## config.mk

```make
export PLATFORM = sky130hd
export DESIGN_NAME = logic_unit_arbiter
export DESIGN_NICKNAME = d
export VERILOG_FILES = /design/src/rtl/logic_unit_arbiter.sv
export SDC_FILE = /design/constraint.sdc
export NUM_CORES = 1
export LEC_CHECK = 0
export BUFFER_PORTS_ARGS = -buffer_cell sky130_fd_sc_hd__buf_2
export CAP_MARGIN = 15
export CORE_MARGIN = 2
export CORE_UTILIZATION = 53
export CTS_CLUSTER_SIZE = 30
export DETAILED_ROUTE_END_ITERATION = 8
export GPL_ROUTABILITY_DRIVEN = 0
export HOLD_SLACK_MARGIN = 0.08
export PLACE_DENSITY = 0.91
export REMOVE_ABC_BUFFERS = 1
export SETUP_SLACK_MARGIN = 0.4
export SYNTH_ARGS = -nofsm -noshare
export SYNTH_HDL_FRONTEND = slang
export SYNTH_SLANG_ARGS = --single-unit
```

## constraint.sdc

```tcl
create_clock -name clk -period 5.7 [get_ports clk]
set_clock_uncertainty 0.2 [all_clocks]
set_input_delay 0.855 -clock clk [delete_from_list [all_inputs] [get_ports clk]]
set_output_delay 0.855 -clock clk [all_outputs]
set_load 0.01 [all_outputs]
```

## src/rtl/logic_unit_arbiter.sv

```systemverilog
`default_nettype none
// ============================================================================
// Module   : logic_unit_arbiter
// Purpose  : Shares one bitwise logic datapath (AND / OR / XOR / NOT) between
//            N_REQ requesters. A round-robin arbiter picks one requester while
//            idle and latches its operands. The result is computed in one
//            registered cycle, and the tagged response is then held until the
//            consumer accepts it.
// Ports    : clk        - single clock, rising edge
//            reset      - asynchronous, active-high; clears all state
//            req_valid  - per-requester request valid          [N_REQ]
//            req_ready  - per-requester accept, one-hot or zero [N_REQ]
//            req_op     - op of requester i at [2i+1:2i]
//            req_a      - operand a of requester i at [WIDTH*i +: WIDTH]
//            req_b      - operand b of requester i, same packing
//            rsp_valid  - response valid
//            rsp_ready  - consumer accepts the response
//            rsp_id     - index of the requester that owns rsp_data
//            rsp_data   - result
//            busy       - high whenever the unit is not idle
// Revision : 1.0 - initial release
// ============================================================================
module logic_unit_arbiter #(
  parameter int N_REQ = 4,
  parameter int WIDTH = 16,
  parameter int IDW   = 2
) (
  input  logic                   clk,
  input  logic                   reset,
  input  logic [N_REQ-1:0]       req_valid,
  output logic [N_REQ-1:0]       req_ready,
  input  logic [2*N_REQ-1:0]     req_op,
  input  logic [WIDTH*N_REQ-1:0] req_a,
  input  logic [WIDTH*N_REQ-1:0] req_b,
  output logic                   rsp_valid,
  input  logic                   rsp_ready,
  output logic [IDW-1:0]         rsp_id,
  output logic [WIDTH-1:0]       rsp_data,
  output logic                   busy
);

  // Parameter sanity: reject unsupported configurations at elaboration.
  if ((N_REQ < 2) || (N_REQ > 8)) begin : g_bad_nreq
    $error("logic_unit_arbiter: N_REQ must be within 2..8");
  end
  if (IDW != $clog2(N_REQ)) begin : g_bad_idw
    $error("logic_unit_arbiter: IDW must equal clog2(N_REQ)");
  end

  typedef enum logic [1:0] {
    IDLE = 2'd0,
    EXEC = 2'd1,
    RESP = 2'd2
  } state_t;

  localparam logic [1:0] OP_AND = 2'b00;
  localparam logic [1:0] OP_OR  = 2'b01;
  localparam logic [1:0] OP_XOR = 2'b10;

  state_t           state_q, state_d;
  logic [IDW-1:0]   ptr_q, ptr_d;
  logic [1:0]       op_q, op_d;
  logic [WIDTH-1:0] a_q, a_d;
  logic [WIDTH-1:0] b_q, b_d;
  logic [IDW-1:0]   id_q, id_d;
  logic [WIDTH-1:0] rsp_data_q, rsp_data_d;
  logic [IDW-1:0]   rsp_id_q, rsp_id_d;

  logic [IDW:0]     pick;
  logic             win_found;
  logic [IDW-1:0]   win_idx;

  // Round-robin search starting at ptr. The loop runs from the farthest
  // offset down to offset 0, so the last match written is the one closest
  // to ptr, which gives first-match priority without an early exit.
  function automatic logic [IDW:0] rr_pick(input logic [N_REQ-1:0] valid,
                                           input logic [IDW-1:0]   ptr);
    logic [31:0]  idx;
    logic [IDW:0] res;
    res = '0;
    for (int k = N_REQ - 1; k >= 0; k--) begin
      idx = (32'(ptr) + 32'(k)) % 32'(N_REQ);
      if (valid[idx[IDW-1:0]]) begin
        res = {1'b1, idx[IDW-1:0]};
      end
    end
    return res;
  endfunction

  // Shared bit-parallel datapath; op 11 is NOT a, and b is ignored.
  function automatic logic [WIDTH-1:0] lu_compute(input logic [1:0]       op,
                                                  input logic [WIDTH-1:0] a,
                                                  input logic [WIDTH-1:0] b);
    logic [WIDTH-1:0] r;
    case (op)
      OP_AND:  r = a & b;
      OP_OR:   r = a | b;
      OP_XOR:  r = a ^ b;
      default: r = ~a;
    endcase
    return r;
  endfunction

  assign pick      = rr_pick(req_valid, ptr_q);
  assign win_found = pick[IDW];
  assign win_idx   = pick[IDW-1:0];

  always_comb begin
    state_d    = state_q;
    ptr_d      = ptr_q;
    op_d       = op_q;
    a_d        = a_q;
    b_d        = b_q;
    id_d       = id_q;
    rsp_data_d = rsp_data_q;
    rsp_id_d   = rsp_id_q;
    req_ready  = '0;

    case (state_q)
      IDLE: begin
        if (win_found) begin
          // Ready is gated by reset because the asynchronous reset holds
          // the state in IDLE, where ready would otherwise be combinational.
          req_ready[win_idx] = ~reset;
          op_d    = req_op[2*win_idx +: 2];
          a_d     = req_a[WIDTH*win_idx +: WIDTH];
          b_d     = req_b[WIDTH*win_idx +: WIDTH];
          id_d    = win_idx;
          state_d = EXEC;
        end
      end
      EXEC: begin
        rsp_data_d = lu_compute(op_q, a_q, b_q);
        rsp_id_d   = id_q;
        state_d    = RESP;
      end
      RESP: begin
        if (rsp_ready) begin
          state_d = IDLE;
          ptr_d   = (id_q == IDW'(N_REQ - 1)) ? '0 : id_q + 1'b1;
        end
      end
      default: begin
        state_d = IDLE;
      end
    endcase
  end

  always_ff @(posedge clk or posedge reset) begin
    if (reset) begin
      state_q    <= IDLE;
      ptr_q      <= '0;
      op_q       <= '0;
      a_q        <= '0;
      b_q        <= '0;
      id_q       <= '0;
      rsp_data_q <= '0;
      rsp_id_q   <= '0;
    end else begin
      state_q    <= state_d;
      ptr_q      <= ptr_d;
      op_q       <= op_d;
      a_q        <= a_d;
      b_q        <= b_d;
      id_q       <= id_d;
      rsp_data_q <= rsp_data_d;
      rsp_id_q   <= rsp_id_d;
    end
  end

  assign rsp_valid = (state_q == RESP);
  assign busy      = (state_q != IDLE);
  assign rsp_data  = rsp_data_q;
  assign rsp_id    = rsp_id_q;

endmodule
`default_nettype wire

```

==> impl_metrics.toml <==
[timing]
tns_ns = 0
setup_viol = 0
relSlewSlack = 0.428
rsz0062_at_grt = "false"
period_minus_slack_ns = 3.36
hold_violations = 0
post-route-period-util = 0.590
worst_pin_slew_ns = 0.859
whs_ns = 0.287
drv_slew = 0
fmax_ghz = 0.298

[logic_synthesis]
synth_flop_cell = "dfrtp_1"
synth.distinct_cells = 35
yosysTopAreaCell = "dfrtp_1"
async_reset_ff_frac = 1.00
synth_top_area_share = 0.349
netlist_area_mm2 = 0.00416
synth.most_common_cell = "mux2i_1"
synthTopCellsByCount = "mux2i_1, dfrtp_1, nand2_1"
synth_edf_count = 0
synth_seq_cells = 58
yosysWarnings = 0
synthCells = 405
ys_seq_area_frac = 0.349
syn_area_per_cell_um2 = 10.3
synthTopCellsByArea = "dfrtp_1, mux2i_1, ha_1, o221ai_1, mux4_2"

[cells_and_area]
fin_util = 0.678
diodes = 0
drive_gt1_frac = 0.399
nets = 734
area_delta_synth_final_pct = 24.5

[floorplanning]
core-area_mm2 = 0.00765
fp.dieW_um = 92.6
die_y_um = 92.6
num_rows = 32
start_util = 0.544
ioPinCount = 167
die_area_mm2 = 0.00858

[worst_setup_path]
cp.arrival_ns = 2.31
critPathBufInv = 3
max_stage_delay_ns = 0.53
r2r_slack_ns = 2.93
cp_slowest_cell = "a31o_4"
rr_endpoint = "a_q[0]$_DFFE_PP0P_"
end_kind = "output pin"
reg2reg_from = "ptr_q[0]$_DFFE_PP0P_"
path_delay_family = "compound AO/OA/AOI/OAI gates"
crit_top_cell = "buf_2"
crit_fanout = 42
cp_cell_sequence = "buf_2, nor2_1, a31o_4, clkinv_1, and4_1, buf_2"
required_ns = 4.64
reg2regPathDepth = 6
start_kind = "primary input"
critPathKind = "primary input to output pin"

[routing]
routed-via-count = 3642
vias_per_cell = 5.48
dr.pass1.iters = 4
drtIter0Drc = 104
route.detailed.drc = 0
ant_nets = 0
finalWirelength_um = 9950
wire_per_inst_um = 15.0

[clocking]
cts_buffers = 9
cts_resized = 0
root_buffer = "clkbuf_8"
cts_htree_levels = 3
cts_tree = "yes"
cts_setup_buffers = 0
clk_latency_ns = 0.33
cts_hold_buffers = 0
clk_path_buf_depth = 2
cts_sinks = 58
clkTransAtPathRegs_ns = 0.06

[place]
place_hpwl_um = 7220
io_buffers = 166

[global_routing]
grt_pass1_wl_um = 16200
antenna_found_initial = 0
grt_pass1_vias = 3690
grt_overflow = 0
grt_usage = 0.238
grt_max_degree = 60

[worst_hold_path]
hold_path.class = "register to register"
holdPathStages = 2
hold_end = "rsp_data[11]$_DFFE_PP0N_"
holdCritStartpoint = "rsp_data[11]$_DFFE_PP0N_"

[pwr]
vdd_ir_drop_max_v = 0.000281
powerDensity_mw_per_mm2 = 510
p_leak_uw = 0.00282
report.power.total_uw = 2640

[flow_run]
cap_violations = 0

[run_status]
status = "finished, final reports clean"
-- kinds of logic after synthesis --
group,synth area share
and+or+nand+nor,0.0791
buffers and inverters,0.0842
AOI/OAI and AO/OA,0.152
adders and majority gates,0.0992
DFF,0.349
muxes,0.237
-- worst max-delay path by stage --
stage	startpoint	slack, ns	depth (start not counted)	endpoint
global route	req_valid[1]	2.22	6	req_ready[0]
floorplan	req_valid[1]	0.89	4	req_ready[2]
detailed placement	req_valid[1]	2.35	6	req_ready[0]
finish	req_valid[1]	2.34	6	req_ready[0]
global placement	req_valid[1]	2.45	6	req_ready[2]
CTS	req_valid[1]	2.35	6	req_ready[2]
-- metrics by stage --
step	cells	setup slack, ns	cell area, um^2
2_1_floorplan	375	0.886	3980
3_3_place_gp	649	2.45	4990
3_5_place_dp	649	2.35	4990
4_1_cts	664	2.35	5180
5_1_grt	664	2.22	5180
6_report	664	2.34	5180
-- final cells by class --
type	count	area, um^2
fill	586	2470
clock buffer	13	179
clock inverter	2	10.0
tap	102	128
inverter	45	169
multi-input combinational	272	2370
timing repair buffer	172	876
sequential	58	1450
-- worst min-delay path: cells and delay by family (launching register included) --
family | cells | cell delay (ns)
flip-flops | 1 | 0.34
AND/OR/NAND/NOR | 1 | 0.05
AO/OA/AOI/OAI | 1 | 0.06
-- cell usage in the layout, fill, tap and decap left out, drive strengths merged --
cell type  instances
nor2              17
a211o              1
buf              172
inv               44
nor2b              1
o21ai             10
nand2b             4
dfrtp             58
clkinv             3
mux2              11
and4               1
nor4               1
o31ai              1
or2                2
a31o               1
ha                33
nand2             48
a21oi             18
o221ai            34
mux4               8
clkbuf            13
a211oi             8
a21o               1
o22ai              2
nor4b              2
mux2i             68
-- registers in the layout, indices dropped and copies added (netlist names) --
| name | count |
|---|---|
| id_q | 2 |
| ptr_q | 2 |
| state_q | 2 |
| op_q | 2 |
| rsp_data | 16 |
| rsp_id | 2 |
| a_q | 16 |
| b_q | 16 |
-- power by group --
part	total, uW	switching (uW)	leakage, uW	internal, uW
registers	797	175	0.000716	622
logic	1490	789	0.00200	699
clock network	357	156	0.000101	201
total	2640	1120	0.00282	1520
-- metal layers --
layer  part of all wire  up-vias  wire length, um  global-route usage
met1               0.39     1741             3840               0.269
met3              0.056       22              560              0.0366
met4              0.023        0              226               0.107
met5                  0        -                0                   0
li1                   -     1750                -                   -
met2               0.53      129             5320               0.441
Note: power is estimated with default switching activity, not from simulation.
